**src/rtl/datapath_ctrl.sv**
```systemverilog
// Multi-cycle sequencer for the 64-bit datapath. It accepts one instruction over a valid/ready
// handshake, then drives a registered control word through the EXEC, MEMA and MEMD phases.
module datapath_ctrl #(
  parameter int DATA_W   = 64,
  parameter int IMM_W    = 13,
  parameter int MEM_WAIT = 1
) (
  input  logic              i_clk,
  input  logic              i_rst,
  input  logic              i_instr_valid,
  input  logic [31:0]       i_instr,
  output logic              o_instr_ready,
  output logic              o_done,
  output logic              o_illegal,
  output logic [4:0]        o_reg_addr,
  output logic [4:0]        o_a_addr,
  output logic [4:0]        o_b_addr,
  output logic [4:0]        o_fs,
  output logic [DATA_W-1:0] o_k,
  output logic              o_reg_w,
  output logic              o_b_sel,
  output logic              o_b_en,
  output logic              o_alu_en,
  output logic              o_mem_en,
  output logic              o_chip_sel,
  output logic              o_mem_w,
  output logic              o_mem_r,
  output logic              o_stat_en,
  output logic              o_c0
);

  localparam int CNT_W = (MEM_WAIT > 1) ? $clog2(MEM_WAIT) : 1;
  localparam logic [CNT_W-1:0] CNT_LAST = CNT_W'(MEM_WAIT - 1);

  localparam logic [3:0] OP_AND = 4'h0, OP_ORR = 4'h1, OP_ADD = 4'h2, OP_SUB = 4'h3;
  localparam logic [3:0] OP_EOR = 4'h4, OP_LSL = 4'h5, OP_LSR = 4'h6, OP_ADDI = 4'h7;
  localparam logic [3:0] OP_ANDI = 4'h8, OP_ORRI = 4'h9, OP_LDUR = 4'hA, OP_STUR = 4'hB;
  localparam logic [3:0] OP_MOVI = 4'hC, OP_CMP = 4'hD;

  localparam logic [4:0] FS_AND = 5'b00000, FS_ORR = 5'b00100, FS_ADD = 5'b01000;
  localparam logic [4:0] FS_SUB = 5'b01001, FS_EOR = 5'b01100, FS_LSL = 5'b10000;
  localparam logic [4:0] FS_LSR = 5'b10100;

  typedef enum logic [1:0] {IDLE, EXEC, MEMA, MEMD} stateT;

  typedef struct packed {
    logic              ready;
    logic              done;
    logic              illegal;
    logic [4:0]        regAddr;
    logic [4:0]        aAddr;
    logic [4:0]        bAddr;
    logic [4:0]        fs;
    logic [DATA_W-1:0] k;
    logic              regW;
    logic              bSel;
    logic              bEn;
    logic              aluEn;
    logic              memEn;
    logic              chipSel;
    logic              memW;
    logic              memR;
    logic              statEn;
    logic              c0;
  } ctrlT;

  stateT             r_state, w_nextState;
  logic [CNT_W-1:0]  r_waitCnt, w_nextCnt;
  logic [31:0]       r_instr, w_cur;
  ctrlT              r_ctrl, w_ctrl;
  logic              w_accept, w_wrEn;
  logic [3:0]        w_op;
  logic [4:0]        w_rd, w_rn, w_rm;
  logic [DATA_W-1:0] w_imm;

  always_ff @(posedge i_clk) begin
    if (i_rst) begin
      r_state    <= IDLE;
      r_waitCnt  <= '0;
      r_instr    <= '0;
      r_ctrl     <= '0;
      r_ctrl.fs  <= FS_ADD;
    end else begin
      r_state   <= w_nextState;
      r_waitCnt <= w_nextCnt;
      r_ctrl    <= w_ctrl;
      if (w_accept) r_instr <= i_instr;
    end
  end

  // The control word is computed for the state being entered, so every output is a flop.
  always_comb begin
    w_accept    = r_ctrl.ready & i_instr_valid;
    w_cur       = w_accept ? i_instr : r_instr;
    w_op        = w_cur[31:28];
    w_rd        = w_cur[27:23];
    w_rn        = w_cur[22:18];
    w_rm        = w_cur[17:13];
    w_imm       = DATA_W'(w_cur[IMM_W-1:0]);
    w_wrEn      = (w_rd != 5'd31);
    w_nextState = r_state;
    w_nextCnt   = '0;

    case (r_state)
      IDLE: begin
        if (w_accept) begin
          if (w_op == OP_LDUR || w_op == OP_STUR) w_nextState = MEMA;
          else if (w_op == 4'hE || w_op == 4'hF)  w_nextState = IDLE;
          else                                    w_nextState = EXEC;
        end
      end
      EXEC: w_nextState = IDLE;
      MEMA: begin
        if (r_waitCnt == CNT_LAST) w_nextState = (w_op == OP_LDUR) ? MEMD : IDLE;
        else                       w_nextCnt   = r_waitCnt + CNT_W'(1);
      end
      MEMD: w_nextState = IDLE;
      default: w_nextState = IDLE;
    endcase

    w_ctrl         = '0;
    w_ctrl.fs      = FS_ADD;
    w_ctrl.ready   = (w_nextState == IDLE);
    w_ctrl.illegal = w_accept && (w_op == 4'hE || w_op == 4'hF);

    case (w_nextState)
      EXEC: begin
        w_ctrl.aAddr   = (w_op == OP_MOVI) ? 5'd31 : w_rn;
        w_ctrl.bAddr   = w_rm;
        w_ctrl.regAddr = w_rd;
        w_ctrl.aluEn   = 1'b1;
        w_ctrl.done    = 1'b1;
        w_ctrl.regW    = (w_op != OP_CMP) && w_wrEn;
        w_ctrl.c0      = (w_op == OP_SUB) || (w_op == OP_CMP);
        w_ctrl.statEn  = (w_op == OP_CMP);
        w_ctrl.bSel    = (w_op == OP_ADDI) || (w_op == OP_ANDI) ||
                         (w_op == OP_ORRI) || (w_op == OP_MOVI);
        w_ctrl.k       = w_ctrl.bSel ? w_imm : '0;
        case (w_op)
          OP_AND, OP_ANDI:         w_ctrl.fs = FS_AND;
          OP_ORR, OP_ORRI, OP_MOVI: w_ctrl.fs = FS_ORR;
          OP_SUB, OP_CMP:          w_ctrl.fs = FS_SUB;
          OP_EOR:                  w_ctrl.fs = FS_EOR;
          OP_LSL:                  w_ctrl.fs = FS_LSL;
          OP_LSR:                  w_ctrl.fs = FS_LSR;
          default:                 w_ctrl.fs = FS_ADD;
        endcase
      end
      MEMA: begin
        w_ctrl.aAddr   = w_rn;
        w_ctrl.bSel    = 1'b1;
        w_ctrl.k       = w_imm;
        w_ctrl.chipSel = 1'b1;
        if (w_op == OP_LDUR) begin
          w_ctrl.memR = 1'b1;
        end else begin
          // Store data rides on B; the write strobe fires once, on the last address cycle.
          w_ctrl.bAddr = w_rd;
          w_ctrl.bEn   = 1'b1;
          w_ctrl.memW  = (w_nextCnt == CNT_LAST);
          w_ctrl.done  = (w_nextCnt == CNT_LAST);
        end
      end
      MEMD: begin
        w_ctrl.chipSel = 1'b1;
        w_ctrl.memR    = 1'b1;
        w_ctrl.memEn   = 1'b1;
        w_ctrl.regW    = w_wrEn;
        w_ctrl.regAddr = w_rd;
        w_ctrl.done    = 1'b1;
      end
      default: ;
    endcase
  end

  assign o_instr_ready = r_ctrl.ready;
  assign o_done        = r_ctrl.done;
  assign o_illegal     = r_ctrl.illegal;
  assign o_reg_addr    = r_ctrl.regAddr;
  assign o_a_addr      = r_ctrl.aAddr;
  assign o_b_addr      = r_ctrl.bAddr;
  assign o_fs          = r_ctrl.fs;
  assign o_k           = r_ctrl.k;
  assign o_reg_w       = r_ctrl.regW;
  assign o_b_sel       = r_ctrl.bSel;
  assign o_b_en        = r_ctrl.bEn;
  assign o_alu_en      = r_ctrl.aluEn;
  assign o_mem_en      = r_ctrl.memEn;
  assign o_chip_sel    = r_ctrl.chipSel;
  assign o_mem_w       = r_ctrl.memW;
  assign o_mem_r       = r_ctrl.memR;
  assign o_stat_en     = r_ctrl.statEn;
  assign o_c0          = r_ctrl.c0;

endmodule

```
**config.mk**
```make
export PLATFORM = sky130hd
export DESIGN_NAME = datapath_ctrl
export DESIGN_NICKNAME = d
export VERILOG_FILES = /design/src/rtl/datapath_ctrl.sv
export SDC_FILE = /design/constraint.sdc
export NUM_CORES = 1
export LEC_CHECK = 0
export CAP_MARGIN = 20
export CELL_PAD_IN_SITES_DETAIL_PLACEMENT = 1
export CELL_PAD_IN_SITES_GLOBAL_PLACEMENT = 2
export CORE_MARGIN = 1.5
export CORE_UTILIZATION = 27
export DETAILED_ROUTE_END_ITERATION = 8
export GPL_ROUTABILITY_DRIVEN = 0
export GPL_TIMING_DRIVEN = 0
export PLACE_DENSITY = 0.94
export SYNTH_ARGS = -nofsm -noshare
export SYNTH_HDL_FRONTEND = slang
export SYNTH_SLANG_ARGS = --single-unit
export TNS_END_PERCENT = 100
```
**constraint.sdc**
```tcl
create_clock -name i_clk -period 12.2 [get_ports i_clk]
set_input_delay 2.44 -clock i_clk [delete_from_list [all_inputs] [get_ports i_clk]]
set_output_delay 2.44 -clock i_clk [all_outputs]
set_load 0.02 [all_outputs]
```
==> flow_summary.json, run 1 <==
{
  "status": "completed",
  "delay_of_the_slowest_critical_path_stage_ns": 0.48,
  "synth_top_flop_cell": "dfxtp_1",
  "design.core.area_sq_um": 11600,
  "syn_area_per_cell_sq_um": 9.99,
  "cts_repair_resize_count": 0,
  "internal_power_mw": 0.489,
  "setup.worst_path.end_class": "flip-flop",
  "cp_cell_sequence": "clkdlybuf4s50_1 > nand2_1 > buf_2 > mux2i_1 > inv_1 > ha_1 > nand4_1 > o21ai_0 > o31ai_1 > o21ba_2 > buf_2 > ha_1 > or2_0 > buf_1 > o21bai_1 > or3_1 > buf_6 > buf_12 > nor2_4",
  "timing.final.hold_violations": 0,
  "portion_of_the_clock_cycle_consumed_by_the_worst_path_in_the_final_layout_pct": 56.4,
  "achievable-frequency_ghz": 0.145,
  "grt.overflow.total": 0,
  "maximum_vdd_drop_v": 0.0000604,
  "r2r-end": "o_k[9]",
  "std_cell_rows": 39,
  "critical_path_s_slowest_cell": "clkdlybuf4s50_1",
  "cts.htree.levels": 3,
  "place.port_buffers": 79,
  "yosysSeqAreaShare_pct": 47.9,
  "cell_type_with_the_highest_aggregate_area_in_the_netlist": "dfxtp_1",
  "antenna_found_initial": 0,
  "setup.worst_path.class": "in -> reg",
  "netlist-cell-type-count": 40,
  "ctsRootBufferMaster": "clkbuf_16",
  "all_layer_gr_usage_pct": 12.5,
  "worstMarginPinSlew_ns": 0.597,
  "finalNetCount": 509,
  "regToRegStartpoint": "o_instr_ready",
  "p_sw_share_pct": 24.3,
  "cpLargestDelayFamily": "buffers and inverters",
  "power.net_switching_mw": 0.157,
  "largest_cells_by_area_after_synthesis": "dfxtp_1 (48%), buf_4 (12%), mux2i_1 (9.5%)",
  "path_buf_inv": 7,
  "detailed_place_hpwl_um": 6160,
  "yosysTopAreaCellShare_pct": 47.9,
  "asyncSetResetFlopFracSynth_pct": 0,
  "totalNegativeSetupSlack_ns": 0,
  "via_count": 2470,
  "die_height_um": 113,
  "routed_wire_length_per_instance_um": 12.9,
  "grt_start_max_net_pins": 15,
  "number_of_global_route_vias_before_repair": 2521,
  "timing.critical_path.depth": 19,
  "first_pass_iters": 4,
  "setup_ws_ns": 5.32,
  "clock_power_share_pct": 45.0,
  "synth_enable_flop_cells": 0,
  "slew_viol_final": 0,
  "final-setup-viol-count": 0,
  "synth-seq-cells": 78,
  "yosys_warnings": 0,
  "pre_cts_slack_ns": 4.96,
  "detail_route.drc_violations": 0,
  "routed_wirelength_um": 7940,
  "drt_iter0_drc": 95,
  "cp_data_arrival_time_ns": 7.15,
  "synthesis.instances": 326,
  "drv_cap": 0,
  "synth.most_common_cell": "dfxtp_1",
  "power.density_nw_per_um2": 136,
  "die_width_um": 113,
  "holdBufCountCts": 0,
  "power_share_of_the_combinational_group_pct": 13.8,
  "worst_ep_required_time_ns": 12.47,
  "share_of_cells_above_drive_strength_1_pct": 19.7,
  "startpoint_type": "primary input",
  "timing.clock.skew_ns": 0.00582,
  "critical_path_peak_fanout": 10,
  "boundaryPins": 132,
  "area_enclosed_by_the_die_boundary_sq_um": 12700,
  "diodes": 0,
  "viasPerCell": 4.02,
  "endpoint": "o_k[9]",
  "grt_pass1_wl_um": 12300,
  "cts_tree": "yes",
  "areaGrowthSynthToFinish_pct": 45.8,
  "cts.sink_count": 78,
  "clock_insertion_delay_worst_skew_ns": 0.33,
  "finalWorstPathRequiredPeriod_ns": 6.88,
  "worst-r2r-setup-slack_ns": 7.57,
  "min-delay-path-class": "reg -> reg",
  "postCtsSetupBuffers": 0,
  "seq_power_share_pct": 41.2,
  "cp-startpoint": "i_instr_valid",
  "most_used_standard_cells_in_the_synthesized_netlist": "dfxtp_1 (78), buf_4 (53), nor2_1 (41), mux2i_1 (31), a21oi_1 (16)",
  "tritoncts.num_buffers": 9,
  "r2r_cells": 18,
  "p_leak_nw": 2.13,
  "ant_nets": 0,
  "initial_utilization_pct": 28.1,
  "unrepaired_setup_endpoints_after_global_routing": "false",
  "cts.reportedPaths.clkPinSlew_ns": 0.06,
  "worst_slew_margin_rel_pct": 60.2,
  "syn-cell-area_sq_um": 3260,
  "max-clock-path-buffers": 2
}
[area by class of cell]
class / instances / area, sq um
Buffer: 66 / 483
Clock buffer: 10 / 239
Clock inverter: 6 / 91.3
Fill cell: 1331 / 6860
Inverter: 9 / 33.8
Multi-Input combinational cell: 224 / 1370
Sequential cell: 78 / 1560
Tap cell: 143 / 179
Timing Repair Buffer: 79 / 791
[layout by cell type, fill, tap and decap left out, drive strengths merged, types with 2 or more instances in the layout]
cell and instances:
dfxtp 78, nand3 6, nand2 9, bufinv 2, ha 7, nor3 8
nand2b 13, buf 61, a21oi 16, conb 52, nor2b 2, nor3b 2
inv 11, nor2 50, or3 2, o21ai 7, clkbuf 15, or2 2
nand4 2, mux2i 33, clkdlybuf4s50 79, clkinv 2
[worst min-delay path by stage]
stage	cells past startpoint	startpoint	slack, ns	endpoint
2_1_floorplan	2	r_instr[13]	0.45	r_instr[13]
3_3_place_gp	2	r_instr[17]	0.47	r_instr[17]
3_5_place_dp	2	r_instr[19]	0.49	r_instr[19]
4_1_cts	2	r_instr[19]	0.50	r_instr[19]
5_1_grt	2	r_instr[15]	0.53	r_instr[15]
6_report	2	r_instr[19]	0.49	r_instr[19]
[power by group through the flow]
stage               combinational [mW]  sequential (mW)  clock (mW)
finish                          0.0891            0.266       0.291
global route                    0.0968            0.266       0.311
CTS                             0.0892            0.266       0.300
detailed placement              0.0887            0.272           0
global placement                0.0868            0.271           0
floorplan                       0.0605            0.273           0
[metal layers]
| metal | up-vias | routed length (um) | track usage (%) |
|---|---|---|---|
| li1 | 1245 | - | - |
| met1 | 1131 | 3260 | 13.6 |
| met2 | 84 | 4080 | 22.6 |
| met3 | 10 | 477 | 4.02 |
| met4 | 0 | 119 | 4.83 |
| met5 | - | 0 | 0 |
[registers in the layout (all words and copies together) (netlist names), 2 cells and up]
register and cells:
o_reg_addr 5, o_b_addr 5, o_k 13, o_a_addr 5
r_state 2, o_fs 4, r_instr 32
[kinds of logic after synthesis]
kind of cell	synth area share (%)
and+or+nand+nor	16.5
adders and majority gates	2.69
muxes	11.3
DFF	47.9
other	0.115
buffers and inverters	15.9
AOI/OAI and AO/OA	5.68
[tightest hold or removal path, stage by stage, from the launching register on]
cell and delay, ns:
dfxtp_1 0.30, mux2i_1 0.07, nor2_1 0.08
[metrics by stage]
stage          hold slack (ns)  instances  util (%)  cell area, sq um  power (mW)
4_1_cts                  0.500        615      40.9              4750       0.655
6_report                 0.488        615      40.9              4750       0.646
2_1_floorplan            0.452        377         -              3450       0.334
3_3_place_gp             0.467        599      38.1              4420       0.358
5_1_grt                  0.534        615      40.9              4750       0.674
3_5_place_dp             0.486        599      38.1              4420       0.360
No activity file was read; power rests on OpenSTA's default activity.
==> run 2, diff against run 1 <==
--- a/config.mk
+++ b/config.mk
@@ -9,11 +9,11 @@
 export CELL_PAD_IN_SITES_DETAIL_PLACEMENT = 1
 export CELL_PAD_IN_SITES_GLOBAL_PLACEMENT = 2
 export CORE_MARGIN = 1.5
-export CORE_UTILIZATION = 27
+export CORE_UTILIZATION = 25
 export DETAILED_ROUTE_END_ITERATION = 8
 export GPL_ROUTABILITY_DRIVEN = 0
 export GPL_TIMING_DRIVEN = 0
-export PLACE_DENSITY = 0.94
+export PLACE_DENSITY = 0.88
 export SYNTH_ARGS = -nofsm -noshare
 export SYNTH_HDL_FRONTEND = slang
 export SYNTH_SLANG_ARGS = --single-unit
==> constraint.sdc (replaced) <==
create_clock -name i_clk -period 6.8 [get_ports i_clk]
set_input_delay 1.36 -clock i_clk [delete_from_list [all_inputs] [get_ports i_clk]]
set_output_delay 1.36 -clock i_clk [all_outputs]
set_load 0.02 [all_outputs]
==> run 2 against run 1 <==
  * Non-clock buffer count is the same
  * Design area rose by 0.82%
  * Sequential cell count unchanged
  * Largest cell class unchanged
  * Sequential power increased by 79%
  * Via count is 0.61% lower
  * Power up 80%
  * Global-route usage down 0.60 points
  * First-iteration DRC count is 23% lower
  * Core utilization decreased by 3.1 points
  * Register-to-register slack got worse by 5.4 ns
  * Worst hold slack about the same
  * Sequential share of layout area is 0.27 points lower
==> flow_summary.json, run 2 (synthesis results as in run 1) <==
{
  "worst_ep_required_time_ns": 7.08,
  "setup_ws_ns": 0.981,
  "all_layer_gr_usage_pct": 11.9,
  "slew_viol_final": 0,
  "tritoncts.num_buffers": 9,
  "holdBufCountCts": 0,
  "status": "completed",
  "share_of_cells_above_drive_strength_1_pct": 19.7,
  "min-delay-path-class": "reg -> reg",
  "via_count": 2455,
  "maximum_vdd_drop_v": 0.0000963,
  "detail_route.drc_violations": 0,
  "startpoint_type": "primary input",
  "cp_cell_sequence": "clkdlybuf4s50_1 > nand2_1 > buf_2 > mux2i_1 > inv_1 > ha_1 > nand4_1 > o21ai_0 > o31ai_1 > o21ba_2 > buf_2 > ha_1 > or2_0 > buf_1 > o21bai_1 > or3_1 > buf_6 > buf_12 > nor2_4",
  "design.core.area_sq_um": 12700,
  "finalNetCount": 509,
  "ant_nets": 0,
  "power_mw": 1.16,
  "initial_utilization_pct": 25.7,
  "largest_register_ff_count": 32,
  "boundaryPins": 132,
  "postCtsSetupBuffers": 0,
  "timing.clock.skew_ns": 0.00541,
  "number_of_global_route_vias_before_repair": 2494,
  "worstMarginPinSlew_ns": 0.593,
  "unrepaired_setup_endpoints_after_global_routing": "false",
  "critical_path_s_slowest_cell": "clkdlybuf4s50_1",
  "cpLargestDelayFamily": "buffers and inverters",
  "drt_iter0_drc": 73,
  "cts.htree.levels": 3,
  "areaGrowthSynthToFinish_pct": 47.0,
  "delay_of_the_slowest_critical_path_stage_ns": 0.50,
  "grt_start_max_net_pins": 15,
  "finalWorstPathRequiredPeriod_ns": 5.82,
  "cts_tree": "yes",
  "antenna_found_initial": 0,
  "fin_util_pct": 37.8,
  "diodes": 0,
  "worst_slew_margin_rel_pct": 60.5,
  "cp_data_arrival_time_ns": 6.10,
  "worst_hold_slack_ns": 0.488,
  "portion_of_the_clock_cycle_consumed_by_the_worst_path_in_the_final_layout_pct": 85.6,
  "critical_path_peak_fanout": 10,
  "p_leak_nw": 2.12,
  "layout.cells.most_common_list": "clkdlybuf4s50_1 (79), dfxtp_1 (78), buf_4 (53), conb_1 (52), nor2_1 (41)",
  "final-setup-viol-count": 0,
  "detailed_place_hpwl_um": 6150,
  "drv_cap": 0,
  "clock_insertion_delay_worst_skew_ns": 0.33,
  "setup.worst_path.end_class": "flip-flop",
  "routed_wirelength_um": 7920,
  "ctsRootBufferMaster": "clkbuf_16",
  "grt_pass1_wl_um": 12200,
  "post_layout_nonfiller_instances": 644,
  "max_flop_register": "r_instr",
  "die_width_um": 117,
  "grt.overflow.total": 0,
  "routed_wire_length_per_instance_um": 12.3,
  "final.fill_count": 1492,
  "path_buf_inv": 7,
  "area_enclosed_by_the_die_boundary_sq_um": 13700,
  "achievable-frequency_ghz": 0.172,
  "setup.worst_path.class": "in -> reg",
  "dpl.cell_count": 628,
  "layout.cell_area.non_filler_sq_um": 4790,
  "totalNegativeSetupSlack_ns": 0,
  "viasPerCell": 3.81,
  "cts.sink_count": 78,
  "max-clock-path-buffers": 2,
  "mostFrequentLayoutCell": "clkdlybuf4s50_1",
  "power.density_nw_per_um2": 243,
  "pre_cts_slack_ns": 0.600,
  "cts.reportedPaths.clkPinSlew_ns": 0.06,
  "cts_repair_resize_count": 0,
  "die_height_um": 117,
  "place.port_buffers": 79,
  "std_cell_rows": 41,
  "timing.final.hold_violations": 0,
  "first_pass_iters": 4,
  "post_dp_cell_area_sq_um": 4460
}
==> run 2: cell types whose count changed in the layout (fill, tap and decap cells not counted), sizes merged <==
cell and delta:
inv -1, clkinvlp +1
==> run 2: area by class of cell <==
| type | instances | area, sq um | share of cell area (%) |
|---|---|---|---|
| buffer | 66 | 483 | 10.1 |
| sequential | 78 | 1560 | 32.6 |
| multi-input combinational | 224 | 1370 | 28.6 |
| tap | 172 | 215 | 4.49 |
| timing repair buffer | 79 | 791 | 16.5 |
| clock buffer | 10 | 239 | 4.99 |
| clock inverter | 6 | 93.8 | 1.96 |
| inverter | 9 | 33.8 | 0.706 |
==> run 2: worst min-delay path, delay by kind of cell (launching register included) <==
family        cells  cell delay [ns]
mux               1             0.07
simple gates      1             0.08
flops             1             0.30
==> run 2: power breakdown <==
part / switching [mW] / internal [mW] / total [mW] / leakage, nW
Clock: 0.195 / 0.334 / 0.529 / 0.159
Combinational: 0.0870 / 0.0719 / 0.159 / 1.33
Sequential: 0.00550 / 0.471 / 0.476 / 0.633
Total: 0.288 / 0.877 / 1.16 / 2.12
==> run 2: metal layers <==
metal | track usage, % | routed length [um] | part of all wire, % | vias up
met1 | 13.6 | 3360 | 42 | 1123
li1 | - | - | - | 1243
met4 | 5.38 | 120 | 1.5 | 0
met2 | 20.4 | 3940 | 50 | 81
met3 | 3.66 | 497 | 6.3 | 8
met5 | 0 | 0 | 0 | -
==> run 2: worst paths after layout <==
path                      start           to  slack (ns)  cells after the start
setup reg to reg  o_instr_ready       o_k[4]        2.16                     18
hold reg to reg     r_instr[16]  r_instr[16]        0.49                      2
hold / removal      r_instr[16]  r_instr[16]        0.49                      2
setup / recovery  i_instr_valid       o_k[4]        0.98                     19
